<file path="config.mk">
export PLATFORM = sky130hd
export DESIGN_NAME = seq_divider
export DESIGN_NICKNAME = d
export VERILOG_FILES = /design/src/rtl/seq_divider.sv
export SDC_FILE = /design/constraint.sdc
export NUM_CORES = 1
export LEC_CHECK = 0
export ABC_AREA = 1
export CORE_ASPECT_RATIO = 1.5
export CORE_MARGIN = 8
export CORE_UTILIZATION = 49
export DETAILED_ROUTE_END_ITERATION = 12
export PLACE_DENSITY = 0.76
export SETUP_SLACK_MARGIN = 0.15
export SLEW_MARGIN = 20
export SYNTH_ARGS = -nofsm -noshare
export SYNTH_HDL_FRONTEND = slang
export SYNTH_SLANG_ARGS = --single-unit
</file>
<file path="constraint.sdc">
create_clock -name clk -period 2.22 [get_ports clk]
set_clock_uncertainty 0.2 [all_clocks]
set_input_delay 0.555 -clock clk [delete_from_list [all_inputs] [get_ports clk]]
set_output_delay 0.555 -clock clk [all_outputs]
set_load 0.005 [all_outputs]
</file>
<file path="src/rtl/seq_divider.sv">
// seq_divider: iterative restoring divider, one subtract/restore step per cycle.
// A start pulse in IDLE or DONE captures the dividend and divisor. N steps follow,
// and then quotient, remainder and div_zero are held in DONE until the next start.
// Optional macro SEQ_DIVIDER_SIGNED_EN adds an is_signed input for
// two's-complement operands.
module seq_divider #(
   parameter int N = 8
) (
   input  logic         clk,
   input  logic         rst,
   input  logic         start,
   input  logic [N-1:0] dividend,
   input  logic [N-1:0] divisor,
`ifdef SEQ_DIVIDER_SIGNED_EN
   input  logic         is_signed,
`endif
   output logic [N-1:0] quotient,
   output logic [N-1:0] remainder,
   output logic         busy,
   output logic         done,
   output logic         div_zero
);

   localparam int CW = $clog2(N);
   localparam logic [CW-1:0] LAST = CW'(N - 1);

   typedef enum logic [1:0] {IDLE, BUSY, DONE} state_t;

   state_t       state;
   logic [N-1:0] rem;
   logic [N-1:0] dvd;
   logic [N-1:0] dsr;
   logic [CW-1:0] cnt;

   logic [N:0]   shifted;
   logic [N-1:0] diff;
   logic         dtop;
   logic         cout;
   logic         take;
   logic [N-1:0] rem_nx;
   logic [N-1:0] quo_nx;
   logic [N-1:0] q_fix;
   logic [N-1:0] r_fix;
   logic [N-1:0] a_mag;
   logic [N-1:0] b_mag;

`ifdef SEQ_DIVIDER_SIGNED_EN
   logic neg_q;
   logic neg_r;
   logic sd;
   logic sv;
`endif

   // One restoring step. The trial is an (N+1)-bit subtract done as a + ~b + 1.
   // dtop is always 0 when there is no borrow, so the take term equals carry-out.
   always_comb begin
      shifted = {rem, dvd[N-1]};
      {cout, dtop, diff} = {1'b0, shifted} + {1'b0, 1'b1, ~dsr} + (N+2)'(1);
      take    = cout & ~dtop;
      rem_nx  = take ? diff : shifted[N-1:0];
      quo_nx  = {dvd[N-2:0], take};
   end

   // Operand magnitudes at capture, and the sign fix-up applied on entry to DONE.
   always_comb begin
`ifdef SEQ_DIVIDER_SIGNED_EN
      sd    = is_signed & dividend[N-1];
      sv    = is_signed & divisor[N-1];
      a_mag = sd ? -dividend : dividend;
      b_mag = sv ? -divisor : divisor;
      q_fix = neg_q ? -quo_nx : quo_nx;
      r_fix = neg_r ? -rem_nx : rem_nx;
`else
      a_mag = dividend;
      b_mag = divisor;
      q_fix = quo_nx;
      r_fix = rem_nx;
`endif
   end

   // Control FSM, datapath registers and registered outputs.
   always_ff @(posedge clk or posedge rst) begin
      if (rst) begin
         state     <= IDLE;
         rem       <= '0;
         dvd       <= '0;
         dsr       <= '0;
         cnt       <= '0;
         quotient  <= '0;
         remainder <= '0;
         busy      <= 1'b0;
         done      <= 1'b0;
         div_zero  <= 1'b0;
`ifdef SEQ_DIVIDER_SIGNED_EN
         neg_q     <= 1'b0;
         neg_r     <= 1'b0;
`endif
      end else begin
         case (state)
            IDLE, DONE: begin
               if (start) begin
                  dvd <= a_mag;
                  dsr <= b_mag;
                  rem <= '0;
                  cnt <= '0;
`ifdef SEQ_DIVIDER_SIGNED_EN
                  neg_q <= sd ^ sv;
                  neg_r <= sd;
`endif
                  if (divisor == '0) begin
                     state     <= DONE;
                     quotient  <= '1;
                     remainder <= dividend;
                     div_zero  <= 1'b1;
                     done      <= 1'b1;
                     busy      <= 1'b0;
                  end else begin
                     state    <= BUSY;
                     busy     <= 1'b1;
                     done     <= 1'b0;
                     div_zero <= 1'b0;
                  end
               end
            end
            BUSY: begin
               rem <= rem_nx;
               dvd <= quo_nx;
               cnt <= cnt + 1'b1;
               if (cnt == LAST) begin
                  state     <= DONE;
                  busy      <= 1'b0;
                  done      <= 1'b1;
                  quotient  <= q_fix;
                  remainder <= r_fix;
               end
            end
            default: state <= IDLE;
         endcase
      end
   end

endmodule

</file>
# Word-level counts from Yosys, hierarchy flattened
# Index checks and enable logic that the tools add are counted.
dict set report totals {
  ff_bits 48
  output_inout_bits 19
  word_cells 58
}
dict set report classes {
  n_addsub 3
  n_eq_ne 6
  n_mux 27
  bitwise 3
  reduce_logical 9
}
# cell count
set ops {}
lappend ops {{$mux 8} 9}
lappend ops {{$pmux 8 s2} 4}
lappend ops {{$add 10x1->10 const B} 1}
lappend ops {{$add 9x9->10} 1}
lappend ops {{$logic_not 8->1} 1}
lappend ops {{$not 8->8} 1}
lappend ops {{$mux 1} 6}
lappend ops {{$mux 2} 3}
lappend ops {{$ne 2x2->1 const B} 3}
lappend ops {{$pmux 3 s2} 1}
lappend ops {{$reduce_and 2->1} 3}
lappend ops {{$pmux 1 s2} 2}
lappend ops {{$pmux 2 s2} 1}
lappend ops {{$reduce_and 4->1} 1}
lappend ops {{$add 3x1->3 const B} 1}
lappend ops {{$eq 3x3->1 const B} 1}
lappend ops {{$mux 3} 1}
lappend ops {{$reduce_and 3->1} 1}
lappend ops {{$eq 2x1->1 const B} 1}
lappend ops {{$eq 2x2->1 const B} 1}
lappend ops {{$logic_not 2->1} 1}
lappend ops {{$reduce_bool 2->1} 1}
lappend ops {{$reduce_or 2->1} 1}
lappend ops {{$and 1x1->1} 1}
lappend ops {{$not 1->1} 1}

# Longest topological paths before layout
# Gate-level depths: netlist of the first run.
dict set report depth {
  word_depth 8
  ltp_mapped 15
  mapped_depth_nobuf 15
}

# Worst setup path before layout of the first run
# OpenSTA, ideal clock, no wires.
dict set report synth_path {
  path_type {reg-to-reg}
  start {register dvd[7]}
  end {register remainder[0]}
  arrival_ps 1845
  t_required_ps 1957
  setup_slack_ps 112
  path_stages_with_launch 15
  n_path_buf 0
  synth_period_minus_slack_ps 2108
  path_cell_list {dfrtp_1 inv_1 ha_1 fa_1 inv_1 nand2_1 nand2_1 nand3_1 nand3_1 nand2_1 nor2_4 nand3_1 nand3_1 nand2_1 inv_1}
}
dict set report synth_via {
  elab_chain_len 7
}
# item line
set synth_rtl {}
lappend synth_rtl {{start: declaration} 31} ;# logic [N-1:0] dvd;
lappend synth_rtl {{start signal: assignment} 102} ;# dvd <= a_mag;
lappend synth_rtl {{start signal: assignment} 127} ;# dvd <= quo_nx;
lappend synth_rtl {{$add 9x9->10} 58} ;# {cout, dtop, diff} = {1'b0, shifted} + {1'b0, 1'b1, ~dsr} + (N+2)'(1);
lappend synth_rtl {{$add 10x1->10} 58}
lappend synth_rtl {{$not 1->1} 59} ;# take = cout & ~dtop;
lappend synth_rtl {{$and 1x1->1} 59}
lappend synth_rtl {{$mux 8 (*)} 60} ;# rem_nx = take ? diff : shifted[N-1:0];
lappend synth_rtl {{$mux 8 (*)} 129} ;# if (cnt == LAST) begin
lappend synth_rtl {{$pmux 8 s2 (*)} 99} ;# case (state)
lappend synth_rtl {{end signal: assignment} 113} ;# remainder <= dividend;
lappend synth_rtl {{end signal: assignment} 134} ;# remainder <= r_fix;
lappend synth_rtl {{end: declaration} 18} ;# output logic [N-1:0] remainder,
# Every way passes the cells marked *; elsewhere a longest branch is shown, timed or not. The select of a mux whose other input is x is not followed.
# A chain may end at the register's enable or synchronous reset.

# Final worst setup path of the first run
dict set report layout_path {
  start {register dsr[0]}
  end {register remainder[7]}
}
dict set report layout_via {
  elab_chain_len 8
}
# item line
set layout_rtl {}
lappend layout_rtl {{start: declaration} 32} ;# logic [N-1:0] dsr;
lappend layout_rtl {{start signal: assignment} 103} ;# dsr <= b_mag;
lappend layout_rtl {{$not 8->8 (*)} 58}
lappend layout_rtl {{$add 9x9->10 (*)} 58}
lappend layout_rtl {{$add 10x1->10 (*)} 58}
lappend layout_rtl {{$not 1->1} 59}
lappend layout_rtl {{$and 1x1->1} 59}
lappend layout_rtl {{$mux 8 (*)} 60}
lappend layout_rtl {{$mux 8 (*)} 129}
lappend layout_rtl {{$pmux 8 s2 (*)} 99}
# Marks and branches as above.

==> results of run 1 <==
## critical path: cells and delay by family, from the launching register on
kind | cells | cell delay (ns)
AND/OR/NAND/NOR | 9 | 0.92
adder cells (fa/ha/maj) | 2 | 0.53
flip-flops | 1 | 0.43
buffers and inverters | 2 | 0.11
## routing by layer
layer / vias to the layer above / track usage (%) / wire length (µm)
li1: 1222 / - / -
met1: 1159 / 20.1 / 2860
met2: 59 / 31.2 / 3700
met3: 14 / 1.44 / 199
met4: 0 / 7.18 / 225
met5: - / 0 / 0
## sequential cells by signal, summed over array words and instances (netlist names), 2 cells and up
signal and flops:
dsr 8, rem 8, remainder 8, cnt 3, quotient 8, dvd 8
state 2
## metrics by stage
stage	cells	power (mW)
floorplan	340	3.67
global placement	467	4.78
detailed placement	467	4.86
CTS	478	5.83
global route	482	6.75
finish	482	6.22
## final timing paths
check                                 start      endpoint  cells after the start
min in group asynchronous               rst      div_zero                      3
worst min register to register  quotient[6]   quotient[6]                      2
worst min-delay path            quotient[6]   quotient[6]                      2
worst max register to register       dsr[0]  remainder[7]                     13
max in group asynchronous               rst   quotient[3]                      3
worst max-delay path                 dsr[0]  remainder[7]                     13
## kinds of logic (layout without fill, tap and decap cells)
family / after synthesis / count (layout) / synth area share [%]
AO/OA/AOI/OAI: 40 / 40 / 8.15
AND/OR/NAND/NOR: 177 / 179 / 30.8
XOR/XNOR: 3 / 3 / 0.989
flip-flops: 48 / 48 / 45.2
buffers and inverters: 61 / 131 / 9.37
adder cells (fa/ha/maj): 11 / 11 / 5.46
## cell usage in the layout (no fill, tap or decap)
| cell | synthesis | routed |
|---|---|---|
| clkbuf_8 | 0 | 6 |
| nand2_1 | 76 | 70 |
| ha_1 | 10 | 4 |
| nand4_1 | 1 | 1 |
| xor2_1 | 1 | 1 |
| a22o_1 | 2 | 2 |
| o21ai_0 | 14 | 14 |
| buf_12 | 0 | 1 |
| or2_4 | 0 | 1 |
| nand3_1 | 41 | 22 |
| or2_1 | 2 | 1 |
| xnor2_1 | 2 | 2 |
| inv_4 | 1 | 2 |
| nand2_2 | 0 | 3 |
| or2_2 | 1 | 1 |
| nand3_2 | 2 | 18 |
| a21oi_1 | 17 | 14 |
| nand3_4 | 0 | 4 |
| inv_1 | 48 | 43 |
| a31oi_1 | 6 | 6 |
| nor2_8 | 1 | 1 |
| nor2_1 | 39 | 39 |
| inv_6 | 0 | 1 |
| o22ai_1 | 1 | 1 |
| or2_0 | 7 | 7 |
| ha_4 | 0 | 6 |
| nor2_4 | 5 | 6 |
| inv_2 | 2 | 5 |
| buf_4 | 1 | 33 |
| nand2_4 | 1 | 4 |
| a21oi_2 | 0 | 3 |
| nor2_2 | 1 | 1 |
| dfrtp_1 | 48 | 48 |
| fa_2 | 0 | 1 |
| clkinv_1 | 1 | 1 |
| clkbuf_1 | 2 | 2 |
| clkdlybuf4s50_1 | 0 | 37 |
## where the power goes
group	switching (mW)	total, mW	leakage, nW	internal, mW
Clock	0.278	0.532	0.0455	0.255
Sequential	0.253	1.54	0.565	1.29
Combinational	2.32	4.14	1.19	1.83
Total	2.85	6.22	1.80	3.37
## final cells by class
cell class              count  area, µm²  area share (%)
inverters                  52        205            5.55
clock buffers               8       90.1            2.44
flip-flops and latches     48       1200            32.5
repair buffers             71        638            17.3
multi-input cells         233       1480            39.9
well taps                  70       87.6            2.37
## repair_timing
| item | CTS | global route |
|---|---|---|
| endpoints found under the setup margin | 18 | 24 |
| setup buffers | 2 | 3 |
| pin swaps | 7 | 7 |
| cloned | 1 | 1 |
| gates resized for setup | 24 | 27 |
==> results.md, run 1 <==
* Ys async rst share at 100%
* Clk pin slew, worst setup/hold paths at 0.08 ns
* H-tree Lvls at 2
* Clk_lat worst skew at 0.29 ns
* Synthesized area at 2660 µm²
* Placed Area at 3300 µm²
* Drt first-iter violations at 149
* Routed vias at 2454
* Hold Slack at 0.294 ns
* # IOs at 38
* Final setup viols at 1
* Area contributors post-synth: dfrtp_1 45%, nand2_1 11%, nand3_1 7.7%
* Status: finished, violations left
* Fin nets at 441
* Post-Place Setup Slack at -0.143 ns
* RSZ-0062 raised after global routing: true
* Largest net degree at the start of global routing at 49
* Setup slack after layout at -0.00900 ns
* Post-synth top cells: 76 x nand2_1, 48 x dfrtp_1, 48 x inv_1, 41 x nand3_1, 39 x nor2_1
* Most frequent cell after synthesis: nand2_1
* DRT Pass-1 Iters at 4
* Max Slew Vio Count at 0
* Crit-path slowest cell: dfrtp_1
* Syn Nets at 370
* WP data required at 2.26 ns
* Chip Width at 76.1 µm
* Reg2reg setup slack at -0.009 ns
* Peak supply drop at 0.948 mV
* Fin crit period at 2.23 ns
* Grt ovf at 0
* Fill cells at 427
* LEAKAGE at 1.80 nW
* Setup TNS at -0.00900 ns
* Initial Util at 49.5%
* RePlAce Congestion at 0.844
* Routed WL at 6.98 mm
* Final Hold Viols at 0
* Synth warn at 0
* Full die area at 8080 µm²
* Hold_buf cts at 0
* DRC viols at 0
* Root Driver: clkbuf_8
* Seq cells post-synth at 48
* Die Y at 106 µm
* Max Fanout on Critical Path at 5
* Sequential fraction of the synthesis area at 45.2%
* Power Density at 1680 nW/µm²
* CP Launch Type: flop
* Predominant post-synthesis flop cell: dfrtp_1
* Final Cell Area at 3700 µm²
* Max stage delay on crit path at 0.43 ns
* Critical path capture point type: flop
* Final worst path period share at 100%
* Failing checks: setup timing
* Syn_area_per_cell at 7.82 µm²
* Leading area contributor after synthesis: dfrtp_1
* Worst slew pin tran at 0.367 ns
* Core area at 5370 µm²
* Vias per inst at 5.09
* Max-Cap Viols at 0
* Synth unique cells at 30
* CTS tree: done
* CP cell instances: ha_4 > fa_2 > inv_2 > nand2_2 > nand2_4 > nand3_4 > nand3_4 > nand2_4 > nor2_4 > nand3_2 > nand3_2 > nand2_1 > inv_1
* DP Wirelength at 4.81 mm
* Antenna cells at 0
* Gate Count Post-Synth at 340
* Clk buf depth at 2
* Row cnt at 33
* Fmax at 0.449 GHz
* HP Class: flop to flop
* Number of synthesized flops with an enable pin at 0
* CTS Buf Count at 5
* Area Growth Syn to Fin at 39.1%
* Arrival time at the worst endpoint at 2.27 ns
* Critical setup path kind: flop to flop
* Number of global-route vias before repair at 2464
* CTS sink cnt at 48
* Number of antenna violations at the first check in global routing at 0
* PortBufs at 37
* Relative slew margins at 75.5%
* Post-route ant nets at 0
* WL/cell at 14.5 µm
* Util after Layout at 68.9%
* Top-area cell type share of the netlist area at 45.2%
* First-pass GRT wire length at 11.5 mm
* Layout cells sized above 1 at 23.5%
* GRT Util Overall at 17.1%
Power figures use the tool's default switching activity.
==> run 2, diff against run 1 <==
SETUP_SLACK_MARGIN = 0.5   (was 0.15)
==> results.md, run 2 (synthesized netlist as in run 1, its figures left out) <==
* Status: finished, violations left
* Failing checks: setup timing
* DP Wirelength at 4.77 mm
* Full die area at 8080 µm²
* Util after Layout at 72.4%
* Initial Util at 49.5%
* DRC viols at 0
* Fin nets at 454
* Number of antenna violations at the first check in global routing at 0
* Clk_lat worst skew at 0.29 ns
* Layout cells sized above 1 at 26.8%
* Routed WL at 7.50 mm
* Final Hold Viols at 0
* Root Driver: clkbuf_8
* Row cnt at 33
* Power Density at 1680 nW/µm²
* CTS Buf Count at 5
* Commonest non-fill, non-tap cell in the layout: nand2_1
* Number of global-route vias before repair at 2572
* Vias per inst at 5.18
* Arrival time at the worst endpoint at 2.27 ns
* Min-delay src: busy
* Die Y at 106 µm
* HP Class: flop to flop
* Routed vias at 2563
* Final setup viols at 1
* Clk pin slew, worst setup/hold paths at 0.09 ns
* Antenna cells at 0
* Worst slew pin tran at 0.305 ns
* Grt ovf at 0
* # IOs at 38
* Final worst path period share at 101%
* Peak supply drop at 0.867 mV
* Max Slew Vio Count at 0
* LEAKAGE at 1.89 nW
* Commonest non-fill, non-tap cells in the layout: 68 x nand2_1, 48 x dfrtp_1, 43 x inv_1
* PortBufs at 37
* Chip Width at 76.1 µm
* RSZ-0062 raised after global routing: true
* Critical path startpoint: dvd[7]
* Fill cells at 384
* Clk buf depth at 2
* Non-Filler Instances at 495
* Fmax at 0.448 GHz
* Area Growth Syn to Fin at 46.1%
* Placed Area at 3290 µm²
* GRT Util Overall at 17.9%
* Critical path capture point type: flop
* Fin crit period at 2.23 ns
* CP Launch Type: flop
* Max Fanout on Critical Path at 9
* Setup slack after layout at -0.0117 ns
* Reg2reg setup slack at -0.01 ns
* Relative slew margins at 79.7%
* CTS tree: done
* DRT Pass-1 Iters at 4
* Drt first-iter violations at 165
* First-pass GRT wire length at 12.1 mm
* WL/cell at 15.1 µm
* Post-Place Setup Slack at -0.142 ns
* RePlAce Congestion at 0.865
* Largest net degree at the start of global routing at 49
* H-tree Lvls at 2
* WP data required at 2.26 ns
* R2R Path Start: dvd[7]
* Max-Cap Viols at 0
* Final Cell Area at 3880 µm²
* Critical setup path kind: flop to flop
* CTS sink cnt at 48
* Placed Cells at 462
* Post-route ant nets at 0
* Hold_buf cts at 0
* Core area at 5370 µm²
==> run 2: worst paths after layout <==
path	depth (start not counted)	to
min in group asynchronous	3	quotient[3]
worst min-delay path	2	busy
worst max-delay path	14	remainder[1]
worst min register to register	2	busy
worst max register to register	14	remainder[1]
max in group asynchronous	3	remainder[6]
==> run 2: power breakdown <==
part	leakage [nW]	internal (mW)	switching [mW]	total [mW]
combinational	1.27	1.89	2.44	4.32
sequential	0.565	1.29	0.276	1.57
clock	0.0552	0.334	0.285	0.619
==> run 2: critical path: stages (launching register included) <==
cell and delay [ns]:
dfrtp_1 0.38, inv_2 0.06, ha_4 0.16, fa_2 0.35
inv_2 0.06, nand2_2 0.05, nand2_4 0.07, nand3_4 0.08
nand2_1 0.09, nand2_2 0.09, nand3_4 0.17, nand3_1 0.12
nand3_1 0.13, nand2_1 0.09, inv_1 0.06
==> run 2: layout make-up <==
type,count,area (µm²),share of cell area [%]
clock buffer,6,72.6,1.87
clock inverter,2,35.0,0.902
inverter,52,211,5.44
multi-input combinational,233,1500,38.6
sequential,48,1200,30.9
tap,70,87.6,2.26
timing repair buffer,81,744,19.2
timing repair inverter,3,33.8,0.870
==> run 2: what timing repair did <==
| item | 4_1_cts | 5_1_grt |
|---|---|---|
| setup endpoints to repair | 55 | 42 |
| resized for setup | 68 | 48 |
| cloned | 4 | 1 |
| pin swaps | 20 | 17 |
| setup buffers | 12 | 8 |
==> run 2: layer usage <==
layer,vias to the layer above,track usage (%),routed length [µm]
li1,1243,-,-
met1,1233,19.8,2920
met2,69,33.7,4080
met3,18,1.94,239
met4,0,7.46,255
met5,-,0,0
==> run 2: metrics by stage <==
| step | total power [mW] | setup TNS [ns] | hold WS (ns) |
|---|---|---|---|
| 2_1_floorplan | 3.71 | 0 | 0.250 |
| 3_3_place_gp | 4.71 | -1.13 | 0.266 |
| 3_5_place_dp | 4.81 | -1.80 | 0.283 |
| 4_1_cts | 6.05 | 0 | 0.298 |
| 5_1_grt | 7.00 | -0.871 | 0.338 |
| 6_report | 6.51 | -0.0117 | 0.309 |
